## src/rtl/apb_i2c_pkg.sv

```systemverilog
// Shared definitions for the APB-to-I2C CSR block: register offsets,
// access FSM states and interrupt bit positions.
package apb_i2c_pkg;

    // Byte offsets of the decoded registers (low 5 address bits)
    localparam logic [4:0] TXDATA_OFF   = 5'h00;
    localparam logic [4:0] RXDATA_OFF   = 5'h04;
    localparam logic [4:0] CONFIG_OFF   = 5'h08;
    localparam logic [4:0] TIMEOUT_OFF  = 5'h0C;
    localparam logic [4:0] STATUS_OFF   = 5'h10;
    localparam logic [4:0] INT_EN_OFF   = 5'h14;
    localparam logic [4:0] INT_STAT_OFF = 5'h18;

    // Access FSM states
    typedef enum logic [1:0] {
        IDLE     = 2'd0,
        TX_STALL = 2'd1,
        RX_WAIT  = 2'd2,
        RX_DONE  = 2'd3
    } state_t;

    // Interrupt bit positions and width
    localparam int INT_TXE  = 0;
    localparam int INT_RXNE = 1;
    localparam int INT_ERR  = 2;
    localparam int INT_W    = 3;

endpackage

```

## src/rtl/apb_i2c_irq.sv

```systemverilog
// Interrupt block: edge detection on FIFO/error flags, INT_EN and
// write-1-to-clear INT_STAT registers, and a registered IRQ output.
module apb_i2c_irq
    import apb_i2c_pkg::*;
(
    input  logic             clk,
    input  logic             rst_n,
    input  logic             tx_empty,
    input  logic             rx_empty,
    input  logic             error,
    input  logic             en_we,
    input  logic             stat_we,
    input  logic [INT_W-1:0] wdata,
    output logic [INT_W-1:0] int_en,
    output logic [INT_W-1:0] int_stat,
    output logic             irq
);

    logic             tx_empty_prev;
    logic             rx_empty_prev;
    logic             error_prev;
    logic [INT_W-1:0] set_ev;
    logic [INT_W-1:0] clr_ev;
    logic [INT_W-1:0] int_stat_next;

    // Event detection: TX FIFO drained, RX FIFO got data, core error raised
    always_comb begin
        set_ev           = '0;
        set_ev[INT_TXE]  = tx_empty & ~tx_empty_prev;
        set_ev[INT_RXNE] = ~rx_empty & rx_empty_prev;
        set_ev[INT_ERR]  = error & ~error_prev;
    end

    assign clr_ev = stat_we ? wdata : '0;

    // Per-bit update; a new event in the same cycle as a clear keeps the bit set
    generate
        for (genvar gi = 0; gi < INT_W; gi++) begin : g_stat
            assign int_stat_next[gi] = set_ev[gi] | (int_stat[gi] & ~clr_ev[gi]);
        end
    endgenerate

    // Flag history, interrupt registers and IRQ, cleared on reset
    always_ff @(posedge clk) begin
        if (!rst_n) begin
            tx_empty_prev <= 1'b1;
            rx_empty_prev <= 1'b1;
            error_prev    <= 1'b0;
            int_en        <= '0;
            int_stat      <= '0;
            irq           <= 1'b0;
        end else begin
            tx_empty_prev <= tx_empty;
            rx_empty_prev <= rx_empty;
            error_prev    <= error;
            if (en_we) begin
                int_en <= wdata;
            end
            int_stat <= int_stat_next;
            irq      <= |(int_stat & int_en);
        end
    end

endmodule

```

## src/rtl/apb_i2c_csr.sv

```systemverilog
// APB slave front-end for the I2C core: TX/RX FIFO access with wait
// states, CONFIG/TIMEOUT/STATUS registers, error decode and interrupts.
module apb_i2c_csr
    import apb_i2c_pkg::*;
#(
    parameter int ADDR_W    = 12,
    parameter int DATA_W    = 32,
    parameter int CFG_W     = 14,
    parameter int TMO_W     = 14,
    parameter int RD_LAT    = 1,
    parameter int STALL_MAX = 15
) (
    input  logic              PCLK,
    input  logic              PRESETn,
    input  logic              PSELx,
    input  logic              PENABLE,
    input  logic              PWRITE,
    input  logic [ADDR_W-1:0] PADDR,
    input  logic [DATA_W-1:0] PWDATA,
    output logic [DATA_W-1:0] PRDATA,
    output logic              PREADY,
    output logic              PSLVERR,
    output logic              WR_ENA,
    output logic [DATA_W-1:0] WRITE_DATA_ON_TX,
    input  logic              TX_FULL,
    input  logic              TX_EMPTY,
    output logic              RD_ENA,
    input  logic [DATA_W-1:0] READ_DATA_ON_RX,
    input  logic              RX_EMPTY,
    input  logic              ERROR,
    output logic [CFG_W-1:0]  INTERNAL_I2C_REGISTER_CONFIG,
    output logic [TMO_W-1:0]  INTERNAL_I2C_REGISTER_TIMEOUT,
    output logic              IRQ
);

    localparam int               SC_W      = $clog2(STALL_MAX + 1);
    localparam logic [SC_W-1:0]  STALL_LIM = SC_W'(STALL_MAX);
    localparam logic [2:0]       LAT_INIT  = 3'(RD_LAT);

    state_t            state;
    state_t            state_next;
    logic [SC_W-1:0]   stall_cnt;
    logic [2:0]        lat_cnt;
    logic [DATA_W-1:0] rx_q;
    logic [CFG_W-1:0]  cfg_reg;
    logic [TMO_W-1:0]  tmo_reg;
    logic [INT_W-1:0]  int_en;
    logic [INT_W-1:0]  int_stat;
    logic [DATA_W-1:0] csr_rdata;

    logic [4:0] off;
    logic       upper_ok;
    logic       hit_tx, hit_rx, hit_cfg, hit_tmo, hit_sts, hit_en, hit_ist;
    logic       is_csr, legal, access, idle_acc, csr_we;

    // Address decode; only aligned offsets match, so misalignment falls out as unmapped
    assign off      = PADDR[4:0];
    assign upper_ok = (PADDR[ADDR_W-1:5] == '0);
    assign hit_tx   = upper_ok && (off == TXDATA_OFF);
    assign hit_rx   = upper_ok && (off == RXDATA_OFF);
    assign hit_cfg  = upper_ok && (off == CONFIG_OFF);
    assign hit_tmo  = upper_ok && (off == TIMEOUT_OFF);
    assign hit_sts  = upper_ok && (off == STATUS_OFF);
    assign hit_en   = upper_ok && (off == INT_EN_OFF);
    assign hit_ist  = upper_ok && (off == INT_STAT_OFF);
    assign is_csr   = hit_cfg | hit_tmo | hit_sts | hit_en | hit_ist;
    assign legal    = PWRITE ? (hit_tx | hit_cfg | hit_tmo | hit_en | hit_ist)
                             : (hit_rx | hit_cfg | hit_tmo | hit_sts | hit_en | hit_ist);
    assign access   = PRESETn & PSELx & PENABLE;
    assign idle_acc = access && (state == IDLE);
    assign csr_we   = idle_acc && legal && PWRITE && is_csr;

    assign WRITE_DATA_ON_TX              = PWDATA;
    assign INTERNAL_I2C_REGISTER_CONFIG  = cfg_reg;
    assign INTERNAL_I2C_REGISTER_TIMEOUT = tmo_reg;

    // Zero-extended CSR read mux
    always_comb begin
        csr_rdata = '0;
        case (off)
            CONFIG_OFF:   csr_rdata = DATA_W'(cfg_reg);
            TIMEOUT_OFF:  csr_rdata = DATA_W'(tmo_reg);
            STATUS_OFF:   csr_rdata = DATA_W'({ERROR, RX_EMPTY, TX_FULL, TX_EMPTY});
            INT_EN_OFF:   csr_rdata = DATA_W'(int_en);
            INT_STAT_OFF: csr_rdata = DATA_W'(int_stat);
            default:      csr_rdata = '0;
        endcase
    end

    // FSM state register
    always_ff @(posedge PCLK) begin
        if (!PRESETn) begin
            state <= IDLE;
        end else begin
            state <= state_next;
        end
    end

    // FSM next-state logic; dropping PSELx mid-transfer aborts back to IDLE
    always_comb begin
        state_next = state;
        case (state)
            IDLE: begin
                if (idle_acc && legal && hit_tx && TX_FULL) begin
                    state_next = TX_STALL;
                end else if (idle_acc && legal && hit_rx && !RX_EMPTY) begin
                    state_next = RX_WAIT;
                end
            end
            TX_STALL: begin
                if (!PSELx || !TX_FULL || (stall_cnt >= STALL_LIM)) begin
                    state_next = IDLE;
                end
            end
            RX_WAIT: begin
                if (!PSELx) begin
                    state_next = IDLE;
                end else if (lat_cnt == 3'd1) begin
                    state_next = RX_DONE;
                end
            end
            RX_DONE:  state_next = IDLE;
            default:  state_next = IDLE;
        endcase
    end

    // FSM outputs: APB handshake and FIFO strobes, all forced low in reset
    always_comb begin
        PREADY  = 1'b0;
        PSLVERR = 1'b0;
        WR_ENA  = 1'b0;
        RD_ENA  = 1'b0;
        PRDATA  = '0;
        if (PRESETn) begin
            case (state)
                IDLE: begin
                    if (access) begin
                        if (!legal) begin
                            PREADY  = 1'b1;
                            PSLVERR = 1'b1;
                        end else if (hit_tx) begin
                            if (!TX_FULL) begin
                                WR_ENA = 1'b1;
                                PREADY = 1'b1;
                            end
                        end else if (hit_rx) begin
                            if (RX_EMPTY) begin
                                PREADY  = 1'b1;
                                PSLVERR = 1'b1;
                            end else begin
                                RD_ENA = 1'b1;
                            end
                        end else begin
                            PREADY = 1'b1;
                            if (!PWRITE) begin
                                PRDATA = csr_rdata;
                            end
                        end
                    end
                end
                TX_STALL: begin
                    if (PSELx) begin
                        if (!TX_FULL) begin
                            WR_ENA = 1'b1;
                            PREADY = 1'b1;
                        end else if (stall_cnt >= STALL_LIM) begin
                            PREADY  = 1'b1;
                            PSLVERR = 1'b1;
                        end
                    end
                end
                RX_DONE: begin
                    if (PSELx) begin
                        PREADY = 1'b1;
                        PRDATA = rx_q;
                    end
                end
                default: ;
            endcase
        end
    end

    // Stall/latency counters and RX data capture
    always_ff @(posedge PCLK) begin
        if (!PRESETn) begin
            stall_cnt <= '0;
            lat_cnt   <= '0;
            rx_q      <= '0;
        end else begin
            case (state)
                IDLE: begin
                    stall_cnt <= (state_next == TX_STALL) ? SC_W'(1) : '0;
                    lat_cnt   <= (state_next == RX_WAIT) ? LAT_INIT : 3'd0;
                end
                TX_STALL: begin
                    stall_cnt <= (state_next == TX_STALL) ? stall_cnt + 1'b1 : '0;
                end
                RX_WAIT: begin
                    lat_cnt <= (state_next == RX_WAIT) ? lat_cnt - 3'd1 : 3'd0;
                    if (PSELx && (lat_cnt == 3'd1)) begin
                        rx_q <= READ_DATA_ON_RX;
                    end
                end
                default: begin
                    stall_cnt <= '0;
                    lat_cnt   <= '0;
                end
            endcase
        end
    end

    // CONFIG and TIMEOUT registers, zero-wait writes
    always_ff @(posedge PCLK) begin
        if (!PRESETn) begin
            cfg_reg <= '0;
            tmo_reg <= '0;
        end else begin
            if (csr_we && hit_cfg) begin
                cfg_reg <= PWDATA[CFG_W-1:0];
            end
            if (csr_we && hit_tmo) begin
                tmo_reg <= PWDATA[TMO_W-1:0];
            end
        end
    end

    apb_i2c_irq u_irq (
        .clk      (PCLK),
        .rst_n    (PRESETn),
        .tx_empty (TX_EMPTY),
        .rx_empty (RX_EMPTY),
        .error    (ERROR),
        .en_we    (csr_we && hit_en),
        .stat_we  (csr_we && hit_ist),
        .wdata    (PWDATA[INT_W-1:0]),
        .int_en   (int_en),
        .int_stat (int_stat),
        .irq      (IRQ)
    );

endmodule

```

## config.mk

```make
export PLATFORM = sky130hd
export DESIGN_NAME = apb_i2c_csr
export DESIGN_NICKNAME = d
export VERILOG_FILES = /design/src/rtl/apb_i2c_pkg.sv /design/src/rtl/apb_i2c_irq.sv /design/src/rtl/apb_i2c_csr.sv
export SDC_FILE = /design/constraint.sdc
export NUM_CORES = 1
export LEC_CHECK = 0
export ABC_AREA = 1
export BUFFER_PORTS_ARGS = -buffer_cell sky130_fd_sc_hd__buf_2
export CORE_MARGIN = 3
export CORE_UTILIZATION = 52
export CTS_CLUSTER_DIAMETER = 200
export DETAILED_ROUTE_END_ITERATION = 16
export PLACE_DENSITY = 0.89
export SLEW_MARGIN = 20
export SYNTH_ARGS = -nofsm -noshare
export SYNTH_HDL_FRONTEND = slang
export SYNTH_SLANG_ARGS = --single-unit
```

## constraint.sdc

```tcl
create_clock -name PCLK -period 4.7 [get_ports PCLK]
set_input_delay 0.94 -clock PCLK [delete_from_list [all_inputs] [get_ports PCLK]]
set_output_delay 0.94 -clock PCLK [all_outputs]
set_load 0.05 [all_outputs]
```

==> Yosys cells after proc, flatten, opt, wreduce, memory -nomap -nowiden <==
Cells that the tools add are included.
{ "totals": {"register_bits": 79, "input_bits": 85, "output_inout_bits": 97, "wordCells": 144} }
{ "classes": {"n_addsub": 2, "order_cmp": 1, "eq_ne": 12, "muxes": 56, "bitwise": 31, "n_reduce_logical": 30} }
{ "ops": {"columns": ["operator", "count"], "rows": [
  ["32-bit 2-to-1 mux", 7],
  ["14-bit case mux with 5 select lines", 1],
  ["32-bit case mux with 2 select lines", 1],
  ["1-bit 2-to-1 mux", 33],
  ["1-bit logical AND", 20],
  ["1-bit bitwise OR", 16],
  ["5-bit == test, second input constant", 3],
  ["4-bit case mux with 3 select lines", 1],
  ["5-bit by 4-bit == test with 1-bit output, second input constant", 2],
  ["2-bit 2-to-1 mux", 5],
  ["3-bit case mux with 3 select lines", 1],
  ["1-bit AND", 8],
  ["2-bit case mux with 4 select lines", 1],
  ["7-bit logical NOT", 1],
  ["2-bit == test, second input constant", 3],
  ["3-bit 2-to-1 mux", 2],
  ["1-bit inverter", 6],
  ["5-bit by 3-bit == test with 1-bit output, second input constant", 1],
  ["5-bit logical NOT", 1],
  ["4-bit by 1-bit adder with 4-bit output, second input constant", 1],
  ["2-bit by 1-bit == test with 1-bit output, second input constant", 2],
  ["4-bit >= comparator, second input constant", 1],
  ["4-bit 2-to-1 mux", 1],
  ["1-bit case mux with 2 select lines", 2],
  ["9 further kinds", 12]
]} }

==> Depth between registers and ports, before layout <==
Gate-level depths: netlist (run 1).
{ "logic_depth": {"word_depth": 17, "depth_mapped": 16} }

==> Modules after synthesis <==
Synthesis (run 1) repeated with hierarchy kept, for this count alone.
{ "hier_totals": {"cells_unflattened": 600, "hier_area_um2": 4319.1} }
{ "modules_own_cells": {"columns": ["mod", "n_inst", "cells_each", "area_each_um2"], "rows": [
  ["apb_i2c_csr", 1, 556, 3978.8],
  ["apb_i2c_irq", 1, 44, 340.3]
]} }

==> Least setup slack after synthesis (run 1) <==
OpenSTA, ideal clock, no wires.
{ "synth_path": {"path_type": "input -> output", "startpoint": "in PADDR[4]", "endpoint": "out WR_ENA", "arrival_ns": 3.227, "slack_ns": 0.533, "stages": 12, "n_path_buf": 1, "cell_sequence": "buf_4 > inv_2 > nand2_1 > nor2_4 > nand2_1 > nand2_1 > nor2_1 > nand2_1 > nand2_2 > a21oi_4 > nand2_1 > a211oi_1"} }
{ "synth_between": {"elab_chain_len": 12} }
{ "synth_rtl": {"columns": ["item", "line", "rtl"], "rows": [
  ["start: declaration", "apb_i2c_csr.sv:18", "input logic [ADDR_W-1:0] PADDR,"],
  ["5-bit by 3-bit == test with 1-bit output or 5-bit by 4-bit == test with 1-bit output (tied branches)", "apb_i2c_csr.sv:60, apb_i2c_csr.sv:61", null],
  ["1-bit logical AND, on equally long branches", "apb_i2c_csr.sv:60, apb_i2c_csr.sv:61", null],
  ["1-bit bitwise OR (5 in a row)", "apb_i2c_csr.sv:68", ": (hit_rx | hit_cfg | hit_tmo | hit_sts | hit_en | hit_ist);"],
  ["1-bit 2-to-1 mux", "apb_i2c_csr.sv:67", "assign legal = PWRITE ? (hit_tx | hit_cfg | hit_tmo | hit_en | hit_ist)"],
  ["1-bit 2-to-1 mux *", "apb_i2c_csr.sv:138", "if (!legal) begin"],
  ["1-bit 2-to-1 mux *", "apb_i2c_csr.sv:137", "if (access) begin"],
  ["1-bit case mux with 2 select lines *", "apb_i2c_csr.sv:135", "case (state)"],
  ["1-bit 2-to-1 mux *", "apb_i2c_csr.sv:134", "if (PRESETn) begin"],
  ["end: declaration", "apb_i2c_csr.sv:23", "output logic WR_ENA,"]
]} }
Mark *: on every way between the ends. The rest lies on a longest branch, timed or not.

==> Worst setup path in the final report (run 1) <==
{ "layout_path": {"startpoint": "in PADDR[1]", "endpoint": "out PRDATA[6]"} }
{ "layout_between": {"elab_chain_len": 12} }
{ "layout_rtl": {"columns": ["item", "line", "rtl"], "rows": [
  ["5-bit by 3-bit == test with 1-bit output or 5-bit by 4-bit == test with 1-bit output (tied branches)", "apb_i2c_csr.sv:60, apb_i2c_csr.sv:61, apb_i2c_csr.sv:80", null],
  ["1-bit logical AND, on equally long branches", "apb_i2c_csr.sv:60, apb_i2c_csr.sv:61", null],
  ["1-bit bitwise OR (5 in a row)", "apb_i2c_csr.sv:68", null],
  ["1-bit 2-to-1 mux", "apb_i2c_csr.sv:67", null],
  ["32-bit 2-to-1 mux *", "apb_i2c_csr.sv:138", null],
  ["32-bit 2-to-1 mux *", "apb_i2c_csr.sv:137", null],
  ["32-bit case mux with 2 select lines *", "apb_i2c_csr.sv:135", null],
  ["32-bit 2-to-1 mux *", "apb_i2c_csr.sv:134", null],
  ["end: declaration", "apb_i2c_csr.sv:20", "output logic [DATA_W-1:0] PRDATA,"]
]} }
Marked as above.

==> impl_metrics.env, run 1 <==
export IMPL_status="finished, final reports clean"
export IMPL_clk_latency_ns=0.35
export IMPL_met3_length_um=1116
export IMPL_nets=801
export IMPL_syn_area_um2=4419
export IMPL_clock_fmax_mhz=252.7
export IMPL_core_area_um2=7968
export IMPL_crit_required_ns=3.76
export IMPL_power_density_nw_per_um2=250.3
export IMPL_drt_iter0_drc=290
export IMPL_routed_wl_met2_um=6098
export IMPL_slowest_stage="buf_2"
export IMPL_clock_sinks=79
export IMPL_period_needed_ns=3.957
export IMPL_ir_drop_uv=202.3
export IMPL_hp_class="reg -> reg"
export IMPL_fin_area_um2=5102
export IMPL_cts_hold_buffers=0
export IMPL_synth_area_top_cells="dfxtp_1 36%, nor2_1 11%, a211oi_2 7.9%, nand2_1 7.1%, buf_4 5.6%"
export IMPL_critical_path_class="in -> out"
export IMPL_crit_family="simple AND/OR/NAND/NOR gates"
export IMPL_crit_chain="buf_2, nor2_4, nand2_2, nor2_2, nand3_1, nand2_1, inv_2, nand2_1, nand2_2, a21oi_4, buf_4, nand3_1, a21oi_1, buf_2"
export IMPL_synth_edf_count=0
export IMPL_report_final_slew_viol_count=0
export IMPL_synth_cell_types=37
export IMPL_numPortBuffers=145
export IMPL_place_area_um2=4907
export IMPL_setup_viol=0
export IMPL_drt_met1_wl_um=4534
export IMPL_setup_tns_ns=0
export IMPL_syn_to_final_growth_pct=15.46
export IMPL_grt_pass1_wl_um=19550
export IMPL_worst_path_buf_inv=4
export IMPL_dp_slack_ns=0.8000
export IMPL_hold_viol=0
export IMPL_grt_usage=0.2426
export IMPL_yosysTopAreaCellShare=0.3579
export IMPL_clk_pin_slew_ns=0.08
export IMPL_yosys_top_cells_count="128 x nor2_1, 84 x nand2_1, 79 x dfxtp_1"
export IMPL_whs_ns=0.4201
export IMPL_overflow=0
export IMPL_synthCells=613
export IMPL_numCtsBuffers=9
export IMPL_yosysMostFrequentCell="nor2_1"
export IMPL_rsz0062_at_grt="no"
export IMPL_routed_via_density=5.449
export IMPL_synth_warnings=0
export IMPL_max_cap_violations=0
export IMPL_final_layout_size_suffix_gt1_frac=0.3011
export IMPL_critPathLaunchType="primary input"
export IMPL_ant_nets=0
export IMPL_wl_per_cell_um=14.80
export IMPL_die_x_um=98.19
export IMPL_grt_start_max_net_pins=44
export IMPL_num_rows=32
export IMPL_postLayoutCoreUtil=0.6404
export IMPL_gp_congestion=0.9286
export IMPL_final_setup_worst_slack_ns=0.7429
export IMPL_ys_async_sr_fraction=0
export IMPL_path_max_fanout=17
export IMPL_arrival_ns=3.02
export IMPL_synth_top_cell_by_area="dfxtp_1"
export IMPL_fillers=671
export IMPL_cts_root_buf="clkbuf_8"
export IMPL_die_y_um=98.19
export IMPL_multi_input_area_um2=2195
export IMPL_post_route_period_util=0.8419
export IMPL_initial_utilization=0.5546
export IMPL_post_cts_resized=0
export IMPL_post_cts_buffers=0
export IMPL_routed_wl_um=12100
export IMPL_drt_pass1_iter_count=6
export IMPL_slew_headroom=0.3337
export IMPL_synth_seq_cells=79
export IMPL_power_leakage_nw=2.240
export IMPL_die_area_um2=9640
export IMPL_ys_seq_area_frac=0.3579
export IMPL_synth_fp_nets=705
export IMPL_end_kind="output port"
export IMPL_seqCellArea_um2=1582
export IMPL_ios=182
export IMPL_synth_ff_type="dfxtp_1"
export IMPL_fin_skew_ns=0.009812
export IMPL_cts_max_level=3
export IMPL_worst_slew_pin_slew_ns=0.9984
export IMPL_clk_path_buf_depth=2
export IMPL_via_count=4452
export IMPL_grt_pass1_vias=4274
export IMPL_crit_path_max_incr_delay_ns=0.31
export IMPL_top_layer="met4"
export IMPL_avgSynthCellArea_um2=7.209
export IMPL_place_hpwl_um=8871
export IMPL_antenna_found_initial=1
export IMPL_cts_tree="yes"
export IMPL_drt_drc_violations_left=0
power breakdown:
part           switching, mW  internal [mW]  leakage, nW  total [mW]
Sequential           0.00206          0.672        0.638       0.674
Clock                  0.259          0.224       0.0922       0.483
Combinational         0.0828         0.0369         1.51       0.120
state kept, by name, indices dropped and copies added (netlist names):
signal and flops:
stall_cnt 4, lat_cnt 3, INTERNAL_I2C_REGISTER_TIMEOUT 14, rx_q 32, u_irq.int_stat 3, u_irq.irq 1
u_irq.int_en 3, state 2, u_irq.error_prev 1, u_irq.tx_empty_prev 1, INTERNAL_I2C_REGISTER_CONFIG 14, u_irq.rx_empty_prev 1
path summary, 6_finish.rpt:
| path | end | cells after the start | from | slack, ns |
|---|---|---|---|---|
| min reg2reg | u_irq.int_stat[2]$_SDFF_PN0_ | 1 | u_irq.error_prev$_SDFF_PN0_ | 0.42 |
| max | PRDATA[6] | 14 | PADDR[1] | 0.74 |
| min | u_irq.int_stat[2]$_SDFF_PN0_ | 1 | u_irq.error_prev$_SDFF_PN0_ | 0.42 |
| max reg2reg | rx_q[7]$_SDFFE_PN0P_ | 9 | state[0]$_SDFF_PN0_ | 2.28 |
per-stage QoR:
stage	cells	total power, mW
after global placement	800	0.8058
after floorplan	613	0.8093
after global routing	817	1.321
after detailed placement	800	0.8081
final	817	1.277
after CTS	816	1.281
routing by layer:
| layer | vias to the layer above | GRT usage |
|---|---|---|
| li1 | 2166 | - |
| met4 | 0 | 0.1040 |
| met1 | 2018 | 0.2841 |
| met2 | 230 | 0.4283 |
| met3 | 38 | 0.05000 |
| met5 | - | 0 |
final cells by class:
type                            instances  share of cell area
Tap cell                              102             0.02501
Inverter                               66             0.04855
Antenna cell                            1           0.0004904
Clock buffer                           11             0.02967
Timing Repair Buffer                  149              0.1481
Clock inverter                          5            0.008092
Multi-Input combinational cell        404              0.4301
Sequential cell                        79              0.3100
cells by family after synthesis:
group,synth area share
compound gates,0.2132
xor+xnor,0.001982
fa+ha+maj,0.01982
buf+inv,0.1455
flops,0.3579
simple gates,0.2616
placed cells by master, fill, tap and decap left out, types with 2 or more instances in the layout:
cell	count
buf_2	145
nor2_1	128
nand2_1	84
dfxtp_1	79
inv_1	61
o21ai_0	40
a21oi_1	30
a211oi_2	28
nand3_1	26
o22ai_1	16
clkbuf_8	11
nand4_1	7
ha_1	7
inv_2	5
nor2_4	4
nand2_2	4
o211ai_1	4
buf_4	4
a221oi_1	3
nor3_1	3
or2_2	2
nor2_2	2
o221ai_1	2
a211oi_1	2
nand4_4	2
clkinvlp_4	2
clkinv_4	2
Note: power is estimated with default switching activity, not from simulation.
==> run 2, diff against run 1 <==
CORE_UTILIZATION = 49   (was 52)
PLACE_DENSITY = 0.85   (was 0.89)
clock period = 3.9 ns   (was 4.7 ns; I/O delays follow)
==> run 2 against run 1 <==
  * Clock power increased by 38%
  * Clock skew up 0.0016 ns
  * Largest power group unchanged
  * Hold slack better by 0.021 ns
  * Clock-buffer cell count fell by 1
  * Critical path depth unchanged
  * Highest routed layer is now met5
  * Combinational power rose by 20%
  * Total power is 27% higher
  * Sequential cell count unchanged
  * Non-clock buffer count up 4
  * Design area rose by 1.1%
  * Critical path type unchanged
  * Sequential share of layout area down 0.32 points
  * Routed wire length fell by 3.1%
==> impl_metrics.env, run 2 (same netlist as run 1, synthesis figures left out) <==
export IMPL_die_area_um2=10190
export IMPL_rsz0062_at_grt="no"
export IMPL_sw_frac_of_total=0.2516
export IMPL_cp_startpoint="PADDR[10]"
export IMPL_cts_tree="yes"
export IMPL_routed_via_density=5.273
export IMPL_power_leakage_nw=2.267
export IMPL_setup_tns_ns=0
export IMPL_grt_usage=0.2277
export IMPL_postLayoutCoreUtil=0.5912
export IMPL_via_count=4350
export IMPL_ios=182
export IMPL_report_final_slew_viol_count=0
export IMPL_placedCellCount=810
export IMPL_clk_latency_ns=0.35
export IMPL_regToRegSetupSlack_ns=1.67
export IMPL_path_max_fanout=13
export IMPL_crit_required_ns=3.12
export IMPL_diodes=0
export IMPL_clock_sinks=79
export IMPL_whs_path_depth=1
export IMPL_cts_root_buf="clkbuf_8"
export IMPL_post_route_period_util=0.9076
export IMPL_numPortBuffers=145
export IMPL_nets=805
export IMPL_pwr_share_comb=0.089
export IMPL_layout_cells_most_common_list="145 x buf_2, 128 x nor2_1, 84 x nand2_1"
export IMPL_initial_utilization=0.5067
export IMPL_worst_slew_pin_slew_ns=0.9746
export IMPL_fillers=825
export IMPL_syn_to_final_growth_pct=16.68
export IMPL_post_cts_buffers=0
export IMPL_slew_headroom=0.3496
export IMPL_core_area_um2=8721
export IMPL_arrival_ns=2.76
export IMPL_antenna_found_initial=1
export IMPL_ir_drop_uv=211.2
export IMPL_num_rows=34
export IMPL_ant_nets=0
export IMPL_multi_input_area_um2=2195
export IMPL_hp_class="reg -> reg"
export IMPL_max_cap_violations=0
export IMPL_r2r_cells=8
export IMPL_dp_slack_ns=0.3521
export IMPL_power_density_nw_per_um2=314.4
export IMPL_drt_iter0_drc=244
export IMPL_clk_path_buf_depth=2
export IMPL_clock_fmax_mhz=282.5
export IMPL_post_cts_resized=0
export IMPL_period_needed_ns=3.539
export IMPL_final_common_cell="buf_2"
export IMPL_critical_path_class="in -> out"
export IMPL_drt_pass1_iter_count=4
export IMPL_grt_pass1_wl_um=18740
export IMPL_grt_pass1_vias=4102
export IMPL_drt_drc_violations_left=0
export IMPL_cts_hold_buffers=0
export IMPL_p_int_mw=1.213
export IMPL_setup_viol=0
export IMPL_status="finished, final reports clean"
export IMPL_end_kind="output port"
export IMPL_grt_start_max_net_pins=40
export IMPL_reg2reg_from="state[1]$_SDFF_PN0_"
export IMPL_final_layout_size_suffix_gt1_frac=0.3026
export IMPL_critPathLaunchType="primary input"
export IMPL_final_setup_worst_slack_ns=0.3605
export IMPL_largest_reg_flops=32
export IMPL_regMostFlops="rx_q"
export IMPL_routed_wl_um=11720
export IMPL_gp_congestion=0.9086
export IMPL_overflow=0
export IMPL_clk_pin_slew_ns=0.09
export IMPL_place_hpwl_um=8738
export IMPL_fin_skew_ns=0.01142
export IMPL_cts_max_level=3
export IMPL_hold_viol=0
export IMPL_netSwitchingPower_uw=408.0
export IMPL_seqCellArea_um2=1582
export IMPL_die_x_um=101.0
export IMPL_die_y_um=101.0
export IMPL_stdcell_count=825
export IMPL_numCtsBuffers=9
export IMPL_min_from="u_irq.error_prev$_SDFF_PN0_"
export IMPL_seqPwrFrac=0.501
export IMPL_wl_per_cell_um=14.20
export IMPL_pwr_share_clk=0.410
run 2: cell count changes in the layout (fill, tap and decap cells not counted):
cell	delta
buf_4	+4
clkbuf_8	-2
inv_6	-1
diode_2	-1
clkinv_4	-1
bufinv_16	+2
clkbuf_1	+1
run 2: through the flow:
step | hold WS (ns) | power, mW | instance area [um2]
final | 0.4410 | 1.621 | 5156
after CTS | 0.4398 | 1.628 | 5156
after global routing | 0.4554 | 1.684 | 5156
after detailed placement | 0.4187 | 0.9751 | 4945
after floorplan | 0.3898 | 0.9753 | 4419
after global placement | 0.3953 | 0.9728 | 4945
run 2: per-layer routing:
metal | global-route usage | wire, um
met5 | 0 | 7
met3 | 0.06782 | 793
met1 | 0.2699 | 4733
met4 | 0.06953 | 228
met2 | 0.3954 | 5952
run 2: path summary, 6_finish.rpt:
kind,to
setup / recovery,PRDATA[3]
hold / removal,u_irq.int_stat[2]$_SDFF_PN0_
setup reg to reg,INTERNAL_I2C_REGISTER_TIMEOUT[7]$_SDFFE_PN0P_
hold reg to reg,u_irq.int_stat[2]$_SDFF_PN0_
run 2: critical path, cell delays in order:
cell and delay, ns:
buf_2 0.09, nor2_1 0.09, nand2_1 0.15, nor2_8 0.19, nand3_1 0.16, nand2_1 0.11, inv_2 0.05, nand2_1 0.07
nand2_2 0.07, a21oi_4 0.15, buf_4 0.22, nand3_1 0.10, a21oi_1 0.21, buf_2 0.30
run 2: layout make-up:
type | count | area share
tap | 108 | 0.02621
inverter | 66 | 0.04805
multi-input combinational | 404 | 0.4256
timing repair buffer | 153 | 0.1524
clock inverter | 5 | 0.01626
clock buffer | 10 | 0.02475
sequential | 79 | 0.3067
run 2: power by group through the flow:
stage | Combinational, mW | Sequential, mW | Clock, mW
4_1_cts | 0.144 | 0.812 | 0.672
3_5_place_dp | 0.144 | 0.831 | 0
2_1_floorplan | 0.145 | 0.831 | 0
5_1_grt | 0.158 | 0.813 | 0.713
3_3_place_gp | 0.142 | 0.831 | 0
6_report | 0.144 | 0.813 | 0.665
